`src/rtl/hcsr04_pkg.sv`:
```
// Shared types and default timing for the HC-SR04 ranger interface.
package hcsr04_pkg;

  typedef enum logic [2:0] {
    ST_IDLE      = 3'd0,
    ST_TRIG      = 3'd1,
    ST_WAIT_ECHO = 3'd2,
    ST_MEASURE   = 3'd3,
    ST_DONE      = 3'd4
  } state_t;

  // Defaults assume a 50 MHz system clock.
  localparam int unsigned DEF_CLK_HZ        = 50_000_000;
  localparam int unsigned DEF_TRIG_CYCLES   = 500;        // 10 us trigger pulse
  localparam int unsigned DEF_CYCLES_PER_MM = 294;        // round-trip sound time per mm
  localparam int unsigned DEF_ECHO_WAIT_MAX = 1_000_000;  // 20 ms for echo to start
  localparam int unsigned DEF_ECHO_HIGH_MAX = 1_900_000;  // 38 ms max echo width

  localparam int CNT_W = 21;  // cycle / timeout counter
  localparam int PRE_W = 9;   // cycles-per-mm prescaler
  localparam int MM_W  = 16;  // millimetre counter

  localparam logic [MM_W-1:0] DIST_TIMEOUT = 16'hFFFF;

endpackage

```
`src/rtl/sync2.sv`:
```
// Two-flop synchronizer bringing the asynchronous echo pin into the clock domain.
module sync2 (
  input  logic i_clk,
  input  logic i_rst_n,
  input  logic i_d,
  output logic o_q
);

  logic r_meta;
  logic r_sync;

  // Shift the raw input through two flops; both clear on reset.
  always_ff @(posedge i_clk or negedge i_rst_n) begin
    if (!i_rst_n) begin
      r_meta <= 1'b0;
      r_sync <= 1'b0;
    end else begin
      r_meta <= i_d;
      r_sync <= r_meta;
    end
  end

  assign o_q = r_sync;

endmodule

```
`src/rtl/hcsr04_sensor.sv`:
```
// HC-SR04 controller: trigger pulse, echo timing, distance in mm with a done level.
//
// Handshake: i_start is a request sampled only in IDLE or DONE; o_done is a level that
// stays high with o_distance stable until the next accepted start. There is no ready
// signal -- a start seen in any other state is simply dropped.
module hcsr04_sensor
  import hcsr04_pkg::*;
#(
  parameter int unsigned CLK_HZ        = DEF_CLK_HZ,
  parameter int unsigned TRIG_CYCLES   = DEF_TRIG_CYCLES,
  parameter int unsigned CYCLES_PER_MM = DEF_CYCLES_PER_MM,
  parameter int unsigned ECHO_WAIT_MAX = DEF_ECHO_WAIT_MAX,
  parameter int unsigned ECHO_HIGH_MAX = DEF_ECHO_HIGH_MAX
) (
  input  logic            i_clk,
  input  logic            i_rst_n,
  input  logic            i_start,
  output logic            o_trigger,
  input  logic            i_echo,
  output logic            o_done,
  output logic [MM_W-1:0] o_distance,
  output state_t          o_dbg_state
);

  // The clock rate only documents where the default cycle counts come from.
  if (CLK_HZ == 0) begin : g_bad_clk
    $error("hcsr04_sensor: CLK_HZ must be nonzero");
  end

  localparam logic [CNT_W-1:0] TRIG_LAST = CNT_W'(TRIG_CYCLES - 1);
  localparam logic [CNT_W-1:0] WAIT_LAST = CNT_W'(ECHO_WAIT_MAX - 1);
  localparam logic [CNT_W-1:0] HIGH_LAST = CNT_W'(ECHO_HIGH_MAX - 1);
  localparam logic [PRE_W-1:0] PRE_LAST  = PRE_W'(CYCLES_PER_MM - 1);
  // The cycle where echo is first seen is itself an echo-high cycle, so MEASURE is
  // entered with that first prescaler step already applied.
  localparam logic [PRE_W-1:0] PRE_FIRST = (CYCLES_PER_MM == 1) ? '0 : PRE_W'(1);
  localparam logic [MM_W-1:0]  MM_FIRST  = (CYCLES_PER_MM == 1) ? MM_W'(1) : '0;

  state_t            r_state, w_state_nxt;
  logic [CNT_W-1:0]  r_cnt, w_cnt_nxt;
  logic [PRE_W-1:0]  r_pre, w_pre_nxt, w_pre_inc;
  logic [MM_W-1:0]   r_mm, w_mm_nxt, w_mm_inc;
  logic              r_trig, w_trig_nxt;
  logic              r_done, w_done_nxt;
  logic [MM_W-1:0]   r_dist, w_dist_nxt;
  logic              w_echo_s;

  sync2 u_echo_sync (
    .i_clk   (i_clk),
    .i_rst_n (i_rst_n),
    .i_d     (i_echo),
    .o_q     (w_echo_s)
  );

  // One echo-high cycle: prescaler wraps at CYCLES_PER_MM and carries into the mm count.
  always_comb begin
    w_pre_inc = r_pre + PRE_W'(1);
    w_mm_inc  = r_mm;
    if (r_pre == PRE_LAST) begin
      w_pre_inc = '0;
      w_mm_inc  = r_mm + MM_W'(1);
    end
  end

  // State register.
  always_ff @(posedge i_clk or negedge i_rst_n) begin
    if (!i_rst_n) r_state <= ST_IDLE;
    else          r_state <= w_state_nxt;
  end

  // Counters and registered outputs.
  always_ff @(posedge i_clk or negedge i_rst_n) begin
    if (!i_rst_n) begin
      r_cnt  <= '0;
      r_pre  <= '0;
      r_mm   <= '0;
      r_trig <= 1'b0;
      r_done <= 1'b0;
      r_dist <= '0;
    end else begin
      r_cnt  <= w_cnt_nxt;
      r_pre  <= w_pre_nxt;
      r_mm   <= w_mm_nxt;
      r_trig <= w_trig_nxt;
      r_done <= w_done_nxt;
      r_dist <= w_dist_nxt;
    end
  end

  // Next-state and next-register values for the measurement sequence.
  always_comb begin
    w_state_nxt = r_state;
    w_cnt_nxt   = r_cnt;
    w_pre_nxt   = r_pre;
    w_mm_nxt    = r_mm;
    w_trig_nxt  = r_trig;
    w_done_nxt  = r_done;
    w_dist_nxt  = r_dist;
    case (r_state)
      ST_IDLE, ST_DONE: begin
        if (i_start) begin
          w_state_nxt = ST_TRIG;
          w_cnt_nxt   = '0;
          w_trig_nxt  = 1'b1;
          w_done_nxt  = 1'b0;
        end
      end
      ST_TRIG: begin
        if (r_cnt == TRIG_LAST) begin
          w_state_nxt = ST_WAIT_ECHO;
          w_cnt_nxt   = '0;
          w_trig_nxt  = 1'b0;
        end else begin
          w_cnt_nxt = r_cnt + CNT_W'(1);
        end
      end
      ST_WAIT_ECHO: begin
        if (w_echo_s) begin
          w_state_nxt = ST_MEASURE;
          w_cnt_nxt   = CNT_W'(1);
          w_pre_nxt   = PRE_FIRST;
          w_mm_nxt    = MM_FIRST;
        end else if (r_cnt == WAIT_LAST) begin
          w_state_nxt = ST_DONE;
          w_done_nxt  = 1'b1;
          w_dist_nxt  = DIST_TIMEOUT;
        end else begin
          w_cnt_nxt = r_cnt + CNT_W'(1);
        end
      end
      ST_MEASURE: begin
        if (!w_echo_s) begin
          w_state_nxt = ST_DONE;
          w_done_nxt  = 1'b1;
          w_dist_nxt  = r_mm;
        end else if (r_cnt == HIGH_LAST) begin
          w_state_nxt = ST_DONE;
          w_done_nxt  = 1'b1;
          w_dist_nxt  = DIST_TIMEOUT;
        end else begin
          w_cnt_nxt = r_cnt + CNT_W'(1);
          w_pre_nxt = w_pre_inc;
          w_mm_nxt  = w_mm_inc;
        end
      end
      default: w_state_nxt = ST_IDLE;
    endcase
  end

  assign o_trigger   = r_trig;
  assign o_done      = r_done;
  assign o_distance  = r_dist;
  assign o_dbg_state = r_state;

endmodule

```
`config.mk`:
```
export PLATFORM = sky130hd
export DESIGN_NAME = hcsr04_sensor
export DESIGN_NICKNAME = d
export VERILOG_FILES = /design/src/rtl/hcsr04_pkg.sv /design/src/rtl/sync2.sv /design/src/rtl/hcsr04_sensor.sv
export SDC_FILE = /design/constraint.sdc
export NUM_CORES = 1
export LEC_CHECK = 0
export ABC_AREA = 1
export CAP_MARGIN = 30
export CORE_ASPECT_RATIO = 1.75
export CORE_MARGIN = 5
export CORE_UTILIZATION = 62
export DETAILED_ROUTE_END_ITERATION = 16
export PLACE_DENSITY = 0.82
export SLEW_MARGIN = 30
export SYNTH_ARGS = -nofsm -noshare
export SYNTH_HDL_FRONTEND = slang
export SYNTH_SLANG_ARGS = --single-unit
```
`constraint.sdc`:
```
create_clock -name i_clk -period 3.35 [get_ports i_clk]
set_input_delay 0.67 -clock i_clk [delete_from_list [all_inputs] [get_ports i_clk]]
set_output_delay 0.67 -clock i_clk [all_outputs]
set_load 0.005 [all_outputs]
```
==> out/metrics.cfg <==
[outcome]
status=complete, no violations

[cts]
cts.path.max_buffers=2
ctsResizeCount=0
cts_tree=yes
ctsHoldBuffers=0
post_cts_buffers=0
cts_buffers=9
htreeDepth=3
cts_sinks=69
ctsRootBufferMaster=clkbuf_16
clk_pin_slew_ns=0.06
clock_latency_ns=0.33

[cells_and_area]
final_common_cell=nand2_1
area.growth.synth_to_final_pct=12.7
layout.nets=644
regArea_um2=1730
multi_input_area_um2=2230
fill_cells=578
diodes=0
drive_gt1_share_pct=6.24
final_cell_mix=213 x nand2_1, 76 x nand3_1, 69 x nor2_1, 69 x dfrtp_1, 55 x inv_1
fin_cells=725

[placement]
place_inst=709
gp_congestion=0.950
dp_hpwl_um=7670
port_buffers=24

[drt]
dr.first_iter.drc_count=261
drt-wirelength-per-cell_um=14.7
drc=0
vias=4095
wirelength_um=10700
post_drt_via_cell_ratio=5.65
first_pass_iters=7
ant_nets=0

[floorplan]
dieArea_um2=8730
fp-row-count=40
core-area_um2=6810
ios=25
die_x_um=72.8
die_h_um=120
start_util_pct=62.8

[worst_hold_path]
holdCritPathClass=in2async

[yosys]
avgSynthCellArea_um2=6.97
yosys.area.top_type=dfrtp_1
syn-num-nets=622
netlist_area_um2=4280
synth_top_area_share_pct=40.4
synthCells=614
ys_seq_area_share_pct=40.4
synth_seq_cells=69
yosysWarnings=0
synth_cell_types=34
synthTopCellsByArea=dfrtp_1 40%, nand2_1 19%, nand3_1 8.9%

[grt]
antenna_found_initial=0
gr-total-overflow=0
grt_max_degree=54
grt_pass1_wl_um=18100
grtUsageTotal_pct=26.5
grt_pass1_vias=4008

[job]
maxCapViolations=0

[sta]
fin_crit_ns=2.24
hold_violations=0
min_period_over_period_pct=66.9
rsz0062_at_grt=no
skew_ns=0.00672
tightest_slew_ns=0.662
fmax_mhz=446
fin_tns_setup_ns=0
setup_viol=0
final-max-slew-violation-count=0
slew_headroom_pct=55.9

[setup_path]
cp_max_fo=25
end_kind=flop
crit_required_ns=3.56
ff2ff_setup_slack_ns=1.11
cp.arrival_ns=2.45
start_kind=flop
critPathKind=reg2reg

[power]
internal_power_w=0.00194
p_sw_share_pct=36.4
power_switching_w=0.00111
power.leakage_nw=2.30
p_per_area_nw_per_um2=632
combPwrFrac_pct=34.2
p_clk_share_pct=28.7
max-vdd-ir-drop_uv=613
power_w=0.00305
seq_power_share_pct=37.2

## cell families after synthesis
| family | count (synthesis) | share of synthesized area (%) |
|---|---|---|
| simple gates | 403 | 40.5 |
| fa+ha+maj | 4 | 1.17 |
| compound gates | 41 | 5.88 |
| buf+inv | 75 | 7.58 |
| xor+xnor | 22 | 4.50 |
| flops | 69 | 40.4 |
## synth_stat cells (all sizes together)
cell / count
a21boi: 1
a21o: 1
a21oi: 7
and2: 1
and3: 1
buf: 15
clkbuf: 2
dfrtp: 69
ha: 4
inv: 58
nand2: 220
nand3: 76
nand3b: 4
nand4: 15
nor2: 74
nor3: 11
nor3b: 1
o2111ai: 1
o211ai: 2
o21ai: 28
o21bai: 1
xnor2: 2
xor2: 20
## critical path, cell delays in order, from the launching register on
cell,delay (ns)
dfrtp_1,0.45
nor2_4,0.20
nand2_2,0.17
inv_2,0.40
nand3_1,0.23
nand2_2,0.34
inv_2,0.18
nand2_1,0.08
o21ai_0,0.07
## metal layers
layer	wire (um)	global-route usage, %	share of wire, %	up-vias
li1	-	-	-	2009
met1	3940	28.1	37	1891
met2	5820	47.1	54	147
met3	397	4.78	3.7	48
met4	529	16.2	5.0	0
met5	0	0	0	-
## final cells by class
| cell class | instances | share of cell area [%] |
|---|---|---|
| Multi-Input combinational cell | 470 | 46.2 |
| Sequential cell | 69 | 35.8 |
| Timing Repair Buffer | 28 | 5.50 |
| Clock buffer | 11 | 5.04 |
| Inverter | 58 | 4.52 |
| Tap cell | 84 | 2.18 |
| Clock inverter | 5 | 0.753 |
## power by group through the flow
stage	clock [W]	sequential, W	combinational (W)
finish	0.000873	0.00113	0.00104
detailed placement	0	0.00114	0.00103
floorplan	0	0.00112	0.000633
CTS	0.000885	0.00113	0.00105
global placement	0	0.00113	0.00101
global route	0.000927	0.00116	0.00115
## sequential cells by signal, indices dropped and copies added, names as in the netlist
name,flops
o_dbg_state,3
o_distance,16
o_done,1
o_trigger,1
r_cnt,21
r_mm,16
r_pre,9
u_echo_sync.o_q,1
u_echo_sync.r_meta,1
## path summary, 6_finish.rpt
path                                              start                    endpoint  cells past startpoint
max                          o_dbg_state[2]$_DFFE_PN0P_         r_mm[7]$_DFFE_PN0P_                      8
min reg2reg                u_echo_sync.r_meta$_DFF_PN0_   u_echo_sync.o_q$_DFF_PN0_                      0
min                                             i_rst_n        r_pre[6]$_DFFE_PN0P_                      1
max in group asynchronous                       i_rst_n  o_dbg_state[0]$_DFFE_PN0P_                      2
max reg2reg                  o_dbg_state[2]$_DFFE_PN0P_         r_mm[7]$_DFFE_PN0P_                      8
min in group i_clk         u_echo_sync.r_meta$_DFF_PN0_   u_echo_sync.o_q$_DFF_PN0_                      0
## stage by stage
step / setup WS (ns) / instance area [um^2] / hold slack [ns] / util, %
after floorplan: 1.62 / 4280 / 0.331 / -
after global placement: 1.25 / 4540 / 0.336 / 66.7
after detailed placement: 1.15 / 4540 / 0.340 / 66.7
after CTS: 1.15 / 4820 / 0.252 / 70.8
after global routing: 0.950 / 4820 / 0.270 / 70.8
final: 1.11 / 4820 / 0.250 / 70.8
Note: power is estimated with default switching activity, not from simulation.
